--- src/rtl/mac_se_pkg.sv ---
// Shared types, widths and helpers for the MAC search-engine initiator.
// Holds the search FSM encoding, the bucket hash and a saturating increment.
package mac_se_pkg;

   localparam int MAC_W     = 48;
   localparam int HASH_W    = 10;
   localparam int PORTMAP_W = 16;

   typedef enum logic [2:0] {
      IDLE  = 3'd0,
      LRN   = 3'd1,
      LRN_W = 3'd2,
      LKP   = 3'd3,
      LKP_W = 3'd4,
      RES   = 3'd5
   } se_state_e;

   // Folds the 48-bit MAC into a 10-bit bucket index.
   function automatic logic [HASH_W-1:0] mac_hash(input logic [MAC_W-1:0] m);
      return m[9:0] ^ m[19:10] ^ m[29:20] ^ m[39:30] ^ {2'b00, m[47:40]};
   endfunction

   function automatic logic [31:0] sat_inc(input logic [31:0] v, input logic inc);
      return (inc && (v != 32'hFFFF_FFFF)) ? (v + 32'd1) : v;
   endfunction

endpackage

--- src/rtl/mac_se_initiator_if.sv ---
// Descriptor, result, search-engine and aging signals of the initiator.
// master = initiator view, slave = parser/consumer/hash-table view.
interface mac_se_initiator_if;
   import mac_se_pkg::*;

   logic                 desc_valid;
   logic                 desc_ready;
   logic [MAC_W-1:0]     desc_sa;
   logic [MAC_W-1:0]     desc_da;
   logic [3:0]           desc_srcport;
   logic                 res_valid;
   logic                 res_ready;
   logic [PORTMAP_W-1:0] res_portmap;
   logic                 res_hit;
   logic                 se_req;
   logic                 se_source;
   logic [MAC_W-1:0]     se_mac;
   logic [PORTMAP_W-1:0] se_portmap;
   logic [HASH_W-1:0]    se_hash;
   logic                 se_ack;
   logic                 se_nak;
   logic [PORTMAP_W-1:0] se_result;
   logic                 aging_req;
   logic                 aging_ack;

   modport master (
      input  desc_valid, desc_sa, desc_da, desc_srcport, res_ready,
             se_ack, se_nak, se_result, aging_ack,
      output desc_ready, res_valid, res_portmap, res_hit,
             se_req, se_source, se_mac, se_portmap, se_hash, aging_req
   );

   modport slave (
      output desc_valid, desc_sa, desc_da, desc_srcport, res_ready,
             se_ack, se_nak, se_result, aging_ack,
      input  desc_ready, res_valid, res_portmap, res_hit,
             se_req, se_source, se_mac, se_portmap, se_hash, aging_req
   );

endinterface

--- src/rtl/mac_se_initiator_aging_timer.sv ---
// Free-running aging period counter with a held aging_req / aging_ack handshake.
// Expiries that occur while a request is outstanding are dropped.
module aging_timer #(
   parameter logic [31:0] AGING_PERIOD = 32'd50_000_000
) (
   input  logic clk,
   input  logic rst,
   input  logic aging_ack,
   output logic aging_req
);

   logic [31:0] cnt_q, cnt_d;
   logic        req_q, req_d;
   logic        expire_s;

   always_comb begin
      expire_s = (cnt_q == (AGING_PERIOD - 32'd1));
      if (expire_s) begin
         cnt_d = 32'd0;
      end else begin
         cnt_d = cnt_q + 32'd1;
      end
      if (req_q) begin
         req_d = ~aging_ack;
      end else begin
         req_d = expire_s;
      end
   end

   always_ff @(posedge clk or posedge rst) begin
      if (rst) begin
         cnt_q <= 32'd0;
         req_q <= 1'b0;
      end else begin
         cnt_q <= cnt_d;
         req_q <= req_d;
      end
   end

   assign aging_req = req_q;

endmodule

--- src/rtl/mac_se_initiator.sv ---
// Learn-then-lookup requester towards the MAC hash table, plus the aging timer.
// Optional MAC_SE_STATS_EN adds saturating hit/miss/learn-full/timeout counters.
module mac_se_initiator
   import mac_se_pkg::*;
#(
   parameter logic [31:0] AGING_PERIOD = 32'd50_000_000,
   parameter logic [7:0]  SE_TIMEOUT   = 8'd32,
   parameter int unsigned NPORTS       = 16
) (
   input  logic clk,
   input  logic rst,
   mac_se_initiator_if.master bus
`ifdef MAC_SE_STATS_EN
   ,
   input  logic        stat_clr,
   output logic [31:0] stat_hit,
   output logic [31:0] stat_miss,
   output logic [31:0] stat_learn_full,
   output logic [31:0] stat_timeout
`endif
);

   se_state_e            state_q, state_d;
   logic [MAC_W-1:0]     sa_q, sa_d, da_q, da_d, se_mac_q, se_mac_d;
   logic [PORTMAP_W-1:0] srcmap_q, srcmap_d, se_portmap_q, se_portmap_d;
   logic [PORTMAP_W-1:0] res_portmap_q, res_portmap_d;
   logic [HASH_W-1:0]    se_hash_q, se_hash_d;
   logic [7:0]           tmo_q, tmo_d;
   logic desc_ready_q, desc_ready_d, se_req_q, se_req_d, se_source_q, se_source_d;
   logic res_valid_q, res_valid_d, res_hit_q, res_hit_d;
   logic ack_s, timeout_s, done_s, srcmap_ok_s;
   logic ev_hit_s, ev_miss_s, ev_full_s, ev_tmo_s;

   // Simultaneous ack+nak is a nak; a real response beats a same-cycle timeout.
   always_comb begin
      ack_s       = bus.se_ack & ~bus.se_nak;
      timeout_s   = ~bus.se_ack & ~bus.se_nak & (tmo_q == (SE_TIMEOUT - 8'd1));
      done_s      = bus.se_ack | bus.se_nak | timeout_s;
      srcmap_ok_s = ({28'd0, bus.desc_srcport} < NPORTS);
   end

   always_comb begin
      state_d       = state_q;
      sa_d          = sa_q;
      da_d          = da_q;
      srcmap_d      = srcmap_q;
      se_req_d      = se_req_q;
      se_source_d   = se_source_q;
      se_mac_d      = se_mac_q;
      se_portmap_d  = se_portmap_q;
      se_hash_d     = se_hash_q;
      tmo_d         = tmo_q;
      res_valid_d   = res_valid_q;
      res_portmap_d = res_portmap_q;
      res_hit_d     = res_hit_q;
      ev_hit_s      = 1'b0;
      ev_miss_s     = 1'b0;
      ev_full_s     = 1'b0;
      ev_tmo_s      = 1'b0;
      case (state_q)
         IDLE: begin
            if (bus.desc_valid && desc_ready_q) begin
               sa_d     = bus.desc_sa;
               da_d     = bus.desc_da;
               srcmap_d = srcmap_ok_s ? ({{(PORTMAP_W-1){1'b0}}, 1'b1} << bus.desc_srcport)
                                      : {PORTMAP_W{1'b0}};
               state_d  = LRN;
            end else begin
               state_d  = IDLE;
            end
         end
         LRN: begin
            se_req_d     = 1'b1;
            se_source_d  = 1'b1;
            se_mac_d     = sa_q;
            se_portmap_d = srcmap_q;
            se_hash_d    = mac_hash(sa_q);
            tmo_d        = 8'd0;
            state_d      = LRN_W;
         end
         LRN_W: begin
            if (done_s) begin
               se_req_d  = 1'b0;
               ev_full_s = bus.se_nak;
               ev_tmo_s  = timeout_s;
               if (da_q[40]) begin
                  res_valid_d   = 1'b1;
                  res_portmap_d = ~srcmap_q;
                  res_hit_d     = 1'b0;
                  state_d       = RES;
               end else begin
                  state_d       = LKP;
               end
            end else begin
               tmo_d = tmo_q + 8'd1;
            end
         end
         LKP: begin
            se_req_d    = 1'b1;
            se_source_d = 1'b0;
            se_mac_d    = da_q;
            se_hash_d   = mac_hash(da_q);
            tmo_d       = 8'd0;
            state_d     = LKP_W;
         end
         LKP_W: begin
            if (done_s) begin
               se_req_d    = 1'b0;
               res_valid_d = 1'b1;
               ev_tmo_s    = timeout_s;
               state_d     = RES;
               if (ack_s) begin
                  res_portmap_d = bus.se_result & ~srcmap_q;
                  res_hit_d     = 1'b1;
                  ev_hit_s      = 1'b1;
               end else begin
                  res_portmap_d = ~srcmap_q;
                  res_hit_d     = 1'b0;
                  ev_miss_s     = 1'b1;
               end
            end else begin
               tmo_d = tmo_q + 8'd1;
            end
         end
         RES: begin
            if (bus.res_ready) begin
               res_valid_d = 1'b0;
               state_d     = IDLE;
            end else begin
               state_d     = RES;
            end
         end
         default: begin
            state_d = IDLE;
         end
      endcase
      // Registered from the next state so res_ready never reaches desc_ready combinationally.
      desc_ready_d = (state_d == IDLE);
   end

   always_ff @(posedge clk or posedge rst) begin
      if (rst) begin
         state_q       <= IDLE;
         sa_q          <= '0;
         da_q          <= '0;
         srcmap_q      <= '0;
         desc_ready_q  <= 1'b0;
         se_req_q      <= 1'b0;
         se_source_q   <= 1'b0;
         se_mac_q      <= '0;
         se_portmap_q  <= '0;
         se_hash_q     <= '0;
         tmo_q         <= 8'd0;
         res_valid_q   <= 1'b0;
         res_portmap_q <= '0;
         res_hit_q     <= 1'b0;
      end else begin
         state_q       <= state_d;
         sa_q          <= sa_d;
         da_q          <= da_d;
         srcmap_q      <= srcmap_d;
         desc_ready_q  <= desc_ready_d;
         se_req_q      <= se_req_d;
         se_source_q   <= se_source_d;
         se_mac_q      <= se_mac_d;
         se_portmap_q  <= se_portmap_d;
         se_hash_q     <= se_hash_d;
         tmo_q         <= tmo_d;
         res_valid_q   <= res_valid_d;
         res_portmap_q <= res_portmap_d;
         res_hit_q     <= res_hit_d;
      end
   end

   assign bus.desc_ready  = desc_ready_q;
   assign bus.se_req      = se_req_q;
   assign bus.se_source   = se_source_q;
   assign bus.se_mac      = se_mac_q;
   assign bus.se_portmap  = se_portmap_q;
   assign bus.se_hash     = se_hash_q;
   assign bus.res_valid   = res_valid_q;
   assign bus.res_portmap = res_portmap_q;
   assign bus.res_hit     = res_hit_q;

   aging_timer #(.AGING_PERIOD(AGING_PERIOD)) u_aging (
      .clk       (clk),
      .rst       (rst),
      .aging_ack (bus.aging_ack),
      .aging_req (bus.aging_req)
   );

`ifdef MAC_SE_STATS_EN
   logic [31:0] st_hit_q, st_hit_d, st_miss_q, st_miss_d;
   logic [31:0] st_full_q, st_full_d, st_tmo_q, st_tmo_d;

   always_comb begin
      if (stat_clr) begin
         st_hit_d  = 32'd0;
         st_miss_d = 32'd0;
         st_full_d = 32'd0;
         st_tmo_d  = 32'd0;
      end else begin
         st_hit_d  = sat_inc(st_hit_q, ev_hit_s);
         st_miss_d = sat_inc(st_miss_q, ev_miss_s);
         st_full_d = sat_inc(st_full_q, ev_full_s);
         st_tmo_d  = sat_inc(st_tmo_q, ev_tmo_s);
      end
   end

   always_ff @(posedge clk or posedge rst) begin
      if (rst) begin
         st_hit_q  <= 32'd0;
         st_miss_q <= 32'd0;
         st_full_q <= 32'd0;
         st_tmo_q  <= 32'd0;
      end else begin
         st_hit_q  <= st_hit_d;
         st_miss_q <= st_miss_d;
         st_full_q <= st_full_d;
         st_tmo_q  <= st_tmo_d;
      end
   end

   assign stat_hit        = st_hit_q;
   assign stat_miss       = st_miss_q;
   assign stat_learn_full = st_full_q;
   assign stat_timeout    = st_tmo_q;
`else
   logic unused_ev_s;
   assign unused_ev_s = ^{ev_hit_s, ev_miss_s, ev_full_s, ev_tmo_s};
`endif

endmodule

--- src/flat_wrapper.sv ---
// flat-port wrapper written by rule: the top's interface ports become plain ports
module mac_se_initiator_flat import mac_se_pkg::*;
#(
   parameter logic [31:0] AGING_PERIOD = 32'd50_000_000,
   parameter logic [7:0]  SE_TIMEOUT   = 8'd32,
   parameter int unsigned NPORTS       = 16
)
  (clk, rst, bus_desc_valid, bus_desc_sa, bus_desc_da, bus_desc_srcport, bus_res_ready, bus_se_ack, bus_se_nak, bus_se_result, bus_aging_ack, bus_desc_ready, bus_res_valid, bus_res_portmap, bus_res_hit, bus_se_req, bus_se_source, bus_se_mac, bus_se_portmap, bus_se_hash, bus_aging_req);
  mac_se_initiator_if bus_i ();
  input  logic clk;
  input  logic rst;
  input wire logic [$bits(bus_i.desc_valid)-1:0] bus_desc_valid;
  input wire logic [$bits(bus_i.desc_sa)-1:0] bus_desc_sa;
  input wire logic [$bits(bus_i.desc_da)-1:0] bus_desc_da;
  input wire logic [$bits(bus_i.desc_srcport)-1:0] bus_desc_srcport;
  input wire logic [$bits(bus_i.res_ready)-1:0] bus_res_ready;
  input wire logic [$bits(bus_i.se_ack)-1:0] bus_se_ack;
  input wire logic [$bits(bus_i.se_nak)-1:0] bus_se_nak;
  input wire logic [$bits(bus_i.se_result)-1:0] bus_se_result;
  input wire logic [$bits(bus_i.aging_ack)-1:0] bus_aging_ack;
  output wire logic [$bits(bus_i.desc_ready)-1:0] bus_desc_ready;
  output wire logic [$bits(bus_i.res_valid)-1:0] bus_res_valid;
  output wire logic [$bits(bus_i.res_portmap)-1:0] bus_res_portmap;
  output wire logic [$bits(bus_i.res_hit)-1:0] bus_res_hit;
  output wire logic [$bits(bus_i.se_req)-1:0] bus_se_req;
  output wire logic [$bits(bus_i.se_source)-1:0] bus_se_source;
  output wire logic [$bits(bus_i.se_mac)-1:0] bus_se_mac;
  output wire logic [$bits(bus_i.se_portmap)-1:0] bus_se_portmap;
  output wire logic [$bits(bus_i.se_hash)-1:0] bus_se_hash;
  output wire logic [$bits(bus_i.aging_req)-1:0] bus_aging_req;
  assign bus_i.desc_valid = bus_desc_valid;
  assign bus_i.desc_sa = bus_desc_sa;
  assign bus_i.desc_da = bus_desc_da;
  assign bus_i.desc_srcport = bus_desc_srcport;
  assign bus_i.res_ready = bus_res_ready;
  assign bus_i.se_ack = bus_se_ack;
  assign bus_i.se_nak = bus_se_nak;
  assign bus_i.se_result = bus_se_result;
  assign bus_i.aging_ack = bus_aging_ack;
  assign bus_desc_ready = bus_i.desc_ready;
  assign bus_res_valid = bus_i.res_valid;
  assign bus_res_portmap = bus_i.res_portmap;
  assign bus_res_hit = bus_i.res_hit;
  assign bus_se_req = bus_i.se_req;
  assign bus_se_source = bus_i.se_source;
  assign bus_se_mac = bus_i.se_mac;
  assign bus_se_portmap = bus_i.se_portmap;
  assign bus_se_hash = bus_i.se_hash;
  assign bus_aging_req = bus_i.aging_req;
  mac_se_initiator #(.AGING_PERIOD(AGING_PERIOD), .SE_TIMEOUT(SE_TIMEOUT), .NPORTS(NPORTS)) u_core (.clk(clk), .rst(rst), .bus(bus_i));
endmodule
--- config.mk ---
export PLATFORM = sky130hd
export DESIGN_NAME = mac_se_initiator_flat
export DESIGN_NICKNAME = d
export VERILOG_FILES = /design/src/rtl/mac_se_pkg.sv /design/src/rtl/mac_se_initiator_if.sv /design/src/rtl/mac_se_initiator_aging_timer.sv /design/src/rtl/mac_se_initiator.sv /design/src/flat_wrapper.sv
export SDC_FILE = /design/constraint.sdc
export NUM_CORES = 1
export LEC_CHECK = 0
export ABC_CLOCK_PERIOD_IN_PS = 17500
export CAP_MARGIN = 10
export CORE_ASPECT_RATIO = 0.8
export CORE_MARGIN = 2
export CORE_UTILIZATION = 56
export CTS_CLUSTER_DIAMETER = 200
export DETAILED_ROUTE_END_ITERATION = 8
export PLACE_DENSITY = 0.85
export SLEW_MARGIN = 10
export SYNTH_ARGS = -nofsm -noshare
export SYNTH_HDL_FRONTEND = slang
export SYNTH_SLANG_ARGS = --single-unit
--- constraint.sdc ---
create_clock -name clk -period 17.5 [get_ports clk]
set_input_delay 3.5 -clock clk [delete_from_list [all_inputs] [get_ports clk]]
set_output_delay 3.5 -clock clk [all_outputs]
set_load 0.005 [all_outputs]
**After elaboration in Yosys (flattened, before gate mapping)**

Cells that the tools add are included.

- Register bits after elaboration: 251
- Latch bits: 0
- RAM bits: 0
- ROM bits: 0
- Input port bits: 123
- Logic and storage cells: 94
- Memories kept: 0

- $add $sub $neg: 2
- Multiply operators: 0
- Divide/modulo/power cells: 0
- $lt $le $gt $ge: 0
- Eq/ne operators: 13
- Shifts and indexed selects: 1
- Mux-type cells: 30
- Bitwise logic cells: 18
- Reduce and logical (&&, ||, !) cells: 14

Operator list:

| cell | number |
|---|---|
| 48-bit one-hot mux with 2 select lines | 1 |
| 16-bit 2-to-1 mux | 4 |
| 10-bit XOR | 6 |
| 32-bit by 1-bit adder with 32-bit output (second input constant) | 1 |
| 32-bit by 26-bit equality test with 1-bit output (second input constant) | 1 |
| 32-bit 2-to-1 mux | 1 |
| 16-bit one-hot mux with 2 select lines | 1 |
| 10-bit one-hot mux with 2 select lines | 1 |
| 10-bit by 8-bit XOR with 10-bit output | 2 |
| 3-bit one-hot mux with 6 select lines | 1 |
| 16-bit AND | 1 |
| 16-bit NOT | 1 |
| 8-bit one-hot mux with 2 select lines | 1 |
| 1-bit by 4-bit << shifter with 16-bit output (first input constant) | 1 |
| 3-bit 2-to-1 mux | 4 |
| 1-bit 2-to-1 mux | 11 |
| 8-bit by 1-bit adder with 8-bit output (second input constant) | 1 |
| 8-bit by 5-bit equality test with 1-bit output (second input constant) | 1 |
| 8-bit 2-to-1 mux | 1 |
| 2-bit by 1-bit inequality test with 1-bit output (second input constant) | 4 |
| 3-bit by 2-bit equality test with 1-bit output (second input constant) | 2 |
| 3-bit equality test (second input constant) | 2 |
| 3-bit logical NOT | 2 |
| 1-bit one-hot mux with 2 select lines | 3 |
| 13 further kinds | 24 |

**Logic depth before layout (Yosys ltp)**

Gate-level depths: netlist of run 1.

- Word-level depth: 7
- Gate-level depth with buffers: 8
- Mapped depth without buffers: 6

**Hierarchy**

Synthesis of run 1 repeated with hierarchy kept, for this count alone.

- Cell total of the unflattened synthesis: 1169
- Area, all modules: 11502.3 µm²

Modules (own cells, without submodules):

| module | instances | cells an instance | area each (µm²) | sequential area each (µm²) |
|---|---|---|---|---|
| mac_se_initiator | 1 | 1009 | 9873.2 | 5455.2 |
| aging_timer | 1 | 160 | 1629.1 | 825.8 |

**Worst setup path after synthesis of run 1**

No wires, ideal clock.

- Path type: input to register
- Start: input port bus_se_nak
- End: register u_core.tmo_q[4]
- Library setup time: 122 ps
- Data arrival time: 4617 ps
- Data required time: 17378 ps
- Path slack: 12761 ps
- Stages: 6
- Cell sequence: or2_2 a2111oi_4 buf_4 nand4_1 nand3_1 o21ai_1

- Word-level cells in the longest chain between the ends: 6
- Elaborated cells on any way between the ends: 7
- Classes of those cells: eq/ne: 1; bitwise: 5; reduce/logical: 1

Ends and longest elaborated chain:

| element | RTL line | text |
|---|---|---|
| start: declaration | flat_wrapper.sv:18 | `input wire logic [$bits(bus_i.se_nak)-1:0] bus_se_nak;` |
| 1-bit NOT | mac_se_initiator.sv:37 | `timeout_s = ~bus.se_ack & ~bus.se_nak & (tmo_q == (SE_TIMEOUT - 8'd1));` |
| 1-bit AND (2 in series) | mac_se_initiator.sv:37 |  |
| 1-bit OR * | mac_se_initiator.sv:38 | `done_s = bus.se_ack \| bus.se_nak \| timeout_s;` |
| 2-bit inequality test (no line) * | - |  |
| 2-bit AND reduction (no line) * | - |  |
| end signal: assignment | mac_se_initiator.sv:168 | `tmo_q <= tmo_d;` |
| end: declaration | mac_se_initiator.sv:28 | `logic [7:0] tmo_q, tmo_d;` |

Mark *: on every way between the ends. The rest lies on a longest branch, timed or not.
A chain may end at the register's enable or synchronous reset.

==> impl_metrics.json, run 1 <==
{
  "routed.top_layer": "met4",
  "cp-startpoint": "rst",
  "track_usage": 0.274,
  "reg2reg_to": "u_core.bus.se_portmap[2]",
  "whs_path_depth": 1,
  "drv_slew": 0,
  "antenna_found_initial": 0,
  "routed-wl-met2_mm": 13.4,
  "htreeDepth": 1,
  "fp-row-count": 46,
  "synthesis.instances": 1141,
  "drive_gt1_frac": 0.0577,
  "max_cap_violations": 0,
  "synth_top_family_by_area": "simple AND/OR/NAND/NOR gates",
  "num_io_pins": 219,
  "initialDrtViolationCount": 923,
  "dp.final_hpwl_mm": 19.9,
  "synthFlopType": "dfrtp_1",
  "worst_pin_slew_ns": 1.15,
  "cts_buffers": 25,
  "cts_tree": "done",
  "path_class": "input port to async pin",
  "r2r_cells": 3,
  "m1WireLength_mm": 12.8,
  "postCtsResizedCells": 0,
  "hp-start": "u_core.u_aging.aging_req",
  "synthMuxAreaShare": 0.0605,
  "period_needed_ns": 5.11,
  "viasPerCell": 5.47,
  "peakVddDrop_mv": 0.130,
  "timing.rr.start": "u_core.state_q[0]",
  "cts_root_buf": "clkbuf_16",
  "dr.pass1.iters": 5,
  "core_um2": 19800,
  "clock_skew_ns": 0.0208,
  "required_ns": 17.91,
  "final_nets": 1458,
  "post_cts_buffers": 0,
  "critical_path.max_stage_delay_ns": 0.85,
  "wl_per_cell_um": 17.9,
  "cts.sinks": 251,
  "p_leak_nw": 6.65,
  "rsz0062_at_grt": "false",
  "clk_pin_slew_ns": 0.06,
  "ys_ff_latch": 251,
  "maxSlewHeadroom": 0.235,
  "dieArea_um2": 21300,
  "cts_hold_buf": 0,
  "yosysWarnings": 0,
  "setup_viol": 0,
  "timing.hold.ws_ns": 0.474,
  "routed_wl_mm": 28.9,
  "syn2layout_area_growth_pct": 27.6,
  "ff2ff_setup_slack_ns": 14.94,
  "slowest_stage": "buf_4",
  "clock_path_buffers": 3,
  "synth-xor-area-share": 0.0846,
  "fin_crit_sh": 0.292,
  "hold_viol": 0,
  "postSynthAreaPerCell_um2": 9.88,
  "grt_overflow": 0,
  "synthArstFlopShare": 1.00,
  "min_path_type": "register to register",
  "cellPowerDensity_nw_per_um2": 176,
  "synth_area_um2": 11300,
  "mostFrequentLayoutCell": "nand2_1",
  "n_fill_cell": 1359,
  "post-route-drc-count": 0,
  "max_freq_mhz": 196,
  "cp_max_fo": 117,
  "synth_cell_type_count": 47,
  "ys_seq_area_frac": 0.557,
  "gp_congestion": 0.830,
  "synthAdderAreaFrac": 0.00222,
  "die_height_um": 131,
  "dieWidth_um": 163,
  "postSynthNetCount": 1266,
  "clk_latency_ns": 0.52,
  "grt_pass1_wl_mm": 45.9,
  "fin_tns_setup_ns": 0,
  "placed_cells": 1570,
  "setup.worst_path.end_class": "async pin",
  "critical_path.cell_chain": "clkdlybuf4s50_1 > inv_8 > buf_4",
  "grt_pass1_vias": 8655,
  "postRouteAntennaNets": 0,
  "synth_simple_gate_area_frac": 0.199,
  "initial_utilization": 0.570,
  "start_kind": "input port",
  "holdPathEnd": "u_core.u_aging.aging_req",
  "synth_edf_count": 0,
  "synth-compound-area-share": 0.0692,
  "io_buffers": 218,
  "wl_met3_mm": 2.12,
  "grt_max_degree": 118,
  "outcome": "complete, no violations",
  "diodes": 0,
  "critPathArrivalTime_ns": 5.52,
  "finalNonFillerCells": 1616,
  "vias": 8842,
  "mostFrequentLayoutCells": "nand2_1, dfrtp_1, clkdlybuf4s50_1, xnor2_1, o21ai_0"
}
## how the worst max path moves through the flow
stage | end | slack, ns
CTS | u_core.state_q[1] | 12.30
finish | u_core.state_q[1] | 12.39
detailed placement | u_core.state_q[1] | 11.75
global route | u_core.state_q[1] | 12.03
floorplan | u_core.bus.desc_ready | 7.10
global placement | u_core.state_q[1] | 11.76
## cell families (layout without fill, tap and decap cells)
| kind of cell | count (synthesis) | after routing |
|---|---|---|
| xor+xnor | 101 | 101 |
| buf+inv | 64 | 275 |
| compound gates | 126 | 126 |
| flops | 251 | 251 |
| mux | 66 | 66 |
| simple gates | 531 | 531 |
| fa+ha+maj | 2 | 2 |
## metal layers
metal,GRT usage,vias up
met5,0,-
met4,0.0635,0
met3,0.0483,37
met2,0.430,325
met1,0.407,4339
li1,-,4141
## worst max-delay path, delay by kind of cell
family	cells	cell delay [ns]
buffers and inverters	3	1.90
## layout make-up
class	instances	area, um^2	share of cell area
clock buffers	31	678	0.0471
clock inverters	15	134	0.00931
inverters	7	33.8	0.00235
multi-input cells	826	4710	0.328
flip-flops and latches	251	6280	0.437
well taps	264	330	0.0230
repair buffers	222	2210	0.154
## metrics by stage
step,worst slack (ns),utilization,total power [mW],area (um^2)
CTS,12.30,0.727,2.54,14400
floorplan,7.10,-,1.58,11300
global route,12.03,0.727,2.69,14400
finish,12.39,0.727,2.54,14400
global placement,11.76,0.686,1.96,13600
detailed placement,11.75,0.686,2.00,13600
## synth_stat cells, drive strengths merged, types with 6 or more instances
| library cell | count | area share |
|---|---|---|
| o41ai | 7 | 0.0054 |
| nor2 | 54 | 0.018 |
| nand4 | 13 | 0.010 |
| o31ai | 25 | 0.017 |
| nor3 | 6 | 0.0027 |
| xnor2 | 74 | 0.057 |
| nand2b | 7 | 0.0039 |
| mux2 | 17 | 0.017 |
| a21oi | 14 | 0.0062 |
| nand2 | 410 | 0.14 |
| nand3 | 15 | 0.0071 |
| dfrtp | 251 | 0.56 |
| mux2i | 49 | 0.043 |
| nor4 | 6 | 0.0073 |
| inv | 7 | 0.0023 |
| o21ai | 64 | 0.028 |
| clkbuf | 19 | 0.0063 |
| xor2 | 22 | 0.017 |
| buf | 38 | 0.019 |
## where the power goes
part           leakage [nW]  switching [mW]  total (mW)  internal (mW)
logic                  3.01           0.496        1.01          0.515
clock network         0.405           0.224       0.529          0.305
registers              3.23           0.200       0.998          0.797
total                  6.65           0.920        2.54           1.62
## sequential cells by signal, summed over array words and instances, names as in the netlist
name,count
u_core.bus.se_mac,48
u_core.da_q,48
u_core.sa_q,48
u_core.u_aging.cnt_q,32
u_core.bus.res_portmap,16
u_core.bus.se_portmap,16
u_core.srcmap_q,16
u_core.bus.se_hash,10
u_core.tmo_q,8
u_core.state_q,3
u_core.bus.desc_ready,1
u_core.bus.res_hit,1
u_core.bus.res_valid,1
u_core.bus.se_req,1
u_core.bus.se_source,1
u_core.u_aging.aging_req,1
Note: power is estimated with default switching activity, not from simulation.
==> run 2, diff against run 1 <==
--- a/config.mk
+++ b/config.mk
@@ -5,14 +5,14 @@
 export SDC_FILE = /design/constraint.sdc
 export NUM_CORES = 1
 export LEC_CHECK = 0
-export ABC_CLOCK_PERIOD_IN_PS = 17500
+export ABC_CLOCK_PERIOD_IN_PS = 5100
 export CAP_MARGIN = 10
 export CORE_ASPECT_RATIO = 0.8
 export CORE_MARGIN = 2
-export CORE_UTILIZATION = 56
+export CORE_UTILIZATION = 52
 export CTS_CLUSTER_DIAMETER = 200
 export DETAILED_ROUTE_END_ITERATION = 8
-export PLACE_DENSITY = 0.85
+export PLACE_DENSITY = 0.8
 export SLEW_MARGIN = 10
 export SYNTH_ARGS = -nofsm -noshare
 export SYNTH_HDL_FRONTEND = slang
==> constraint.sdc (replaced) <==
create_clock -name clk -period 5.1 [get_ports clk]
set_input_delay 1.02 -clock clk [delete_from_list [all_inputs] [get_ports clk]]
set_output_delay 1.02 -clock clk [all_outputs]
set_load 0.005 [all_outputs]
==> run 2 against run 1 <==
First-iteration DRC count shrank 26%. Worst hold slack got worse by 0.0052 ns. Cell area increased by 0.91%. Sequential power rose to 3.4 times the previous value. Largest power group unchanged.
==> impl_metrics.json, run 2 (synthesis gave the netlist of run 1 again) <==
{
  "outcome": "complete, no violations",
  "cts_hold_buf": 0,
  "postRouteAntennaNets": 0,
  "grt_pass1_wl_mm": 44.6,
  "worst_pin_slew_ns": 1.13,
  "fin_util": 0.677,
  "routed_wl_mm": 28.5,
  "critPathArrivalTime_ns": 3.03,
  "io_buffers": 218,
  "vias": 8661,
  "post-route-drc-count": 0,
  "cp_max_fo": 20,
  "core_um2": 21400,
  "setup.worst_path.end_class": "register",
  "postCtsResizedCells": 0,
  "cts_tree": "done",
  "rsz0062_at_grt": "false",
  "drv_slew": 0,
  "dieArea_um2": 22900,
  "period_needed_ns": 2.63,
  "mostFrequentLayoutCells": "nand2_1, dfrtp_1, clkdlybuf4s50_1, xnor2_1, o21ai_0",
  "hold_viol": 0,
  "gp_congestion": 0.847,
  "drive_gt1_frac": 0.0583,
  "mostFrequentLayoutCell": "nand2_1",
  "post_cts_buffers": 0,
  "dp.final_hpwl_mm": 20.0,
  "peakVddDrop_mv": 0.283,
  "n_fill_cell": 1582,
  "pwr-share-clk": 0.221,
  "start_kind": "register",
  "seq_power_share": 0.388,
  "critical_path.cell_chain": "nor2b_1 > nand2_1 > mux2_2",
  "num_io_pins": 219,
  "fin_tns_setup_ns": 0,
  "cellPowerDensity_nw_per_um2": 608,
  "slowest_stage": "nand2_1",
  "clk_latency_ns": 0.52,
  "min_path_type": "register to register",
  "dr.pass1.iters": 5,
  "maxSlewHeadroom": 0.248,
  "cts_buffers": 26,
  "initialDrtViolationCount": 686,
  "power.switching_mw": 3.14,
  "htreeDepth": 1,
  "cts_root_buf": "clkbuf_16",
  "setup_viol": 0,
  "critical_path.max_stage_delay_ns": 0.74,
  "seq_area_um2": 6280,
  "critPathBufInv": 0,
  "clock_path_buffers": 3,
  "path_class": "register to register",
  "p_leak_nw": 6.69,
  "switching_share": 0.356,
  "required_ns": 5.50,
  "max_cap_violations": 0,
  "wl_per_cell_um": 17.5,
  "grt_overflow": 0,
  "antenna_found_initial": 0,
  "dieWidth_um": 169,
  "cts.sinks": 251,
  "fp-row-count": 48,
  "clock_skew_ns": 0.0101,
  "cpLargestDelayFamily": "simple AND/OR/NAND/NOR gates",
  "ff2ff_setup_slack_ns": 2.47,
  "combPwrFrac": 0.391,
  "die_height_um": 136,
  "syn2layout_area_growth_pct": 28.8,
  "fin_crit_sh": 0.515,
  "clk_pin_slew_ns": 0.06,
  "initial_utilization": 0.526,
  "p_int_mw": 5.69,
  "final_nets": 1461,
  "max_freq_mhz": 381,
  "grt_max_degree": 117,
  "multi_input_area_um2": 4710,
  "diodes": 0,
  "grt_pass1_vias": 8349,
  "viasPerCell": 5.31,
  "track_usage": 0.249
}
==> run 2: cell count changes in the layout (fill, tap and decap cells not counted) <==
cell / previous run / this run
buf_12: 0 / 2
bufinv_16: 2 / 3
clkbuf_1: 3 / 5
clkbuf_16: 25 / 27
clkbuf_8: 3 / 4
clkinv_2: 10 / 6
clkinv_8: 0 / 1
inv_6: 1 / 0
inv_8: 1 / 0
==> run 2: path summary, 6_finish.rpt <==
path | start | end | depth (start not counted)
setup / recovery | u_core.state_q[0] | u_core.bus.se_portmap[2] | 3
hold / removal | u_core.u_aging.aging_req | u_core.u_aging.aging_req | 1
setup reg to reg | u_core.state_q[0] | u_core.bus.se_portmap[2] | 3
hold reg to reg | u_core.u_aging.aging_req | u_core.u_aging.aging_req | 1
max in group asynchronous | rst | u_core.bus.se_mac[17] | 3
min in group asynchronous | rst | u_core.da_q[44] | 2
==> run 2: through the flow <==
stage / hold slack [ns] / setup slack (ns) / cells / power, mW / instance area (um^2)
finish: 0.469 / 2.47 / 1630 / 8.83 / 14500
global route: 0.490 / 2.31 / 1630 / 9.36 / 14500
CTS: 0.473 / 2.49 / 1630 / 8.86 / 14500
detailed placement: 0.465 / 2.05 / 1583 / 6.87 / 13600
global placement: 0.459 / 2.09 / 1583 / 6.73 / 13600
floorplan: 0.447 / 0.778 / 1141 / 5.44 / 11300
==> run 2: layout make-up <==
type,instances,area share
Clock buffer,36,0.0516
Clock inverter,11,0.00991
Inverter,7,0.00207
Multi-Input combinational cell,826,0.325
Sequential cell,251,0.433
Tap cell,275,0.0237
Timing Repair Buffer,224,0.155
==> run 2: power by group through the flow <==
stage / clock network [mW] / registers, mW / logic (mW)
floorplan: 0 / 3.24 / 2.20
global placement: 0 / 3.42 / 3.32
detailed placement: 0 / 3.44 / 3.42
CTS: 1.98 / 3.41 / 3.46
global route: 2.07 / 3.52 / 3.78
finish: 1.95 / 3.43 / 3.45
==> run 2: per-layer routing <==
| layer | routed length [um] | vias to the layer above | track usage |
|---|---|---|---|
| met5 | 0 | - | 0 |
| met4 | 505 | 0 | 0.0527 |
| met3 | 1570 | 36 | 0.0409 |
| met2 | 12600 | 277 | 0.373 |
| met1 | 13800 | 4196 | 0.384 |
| li1 | - | 4152 | - |
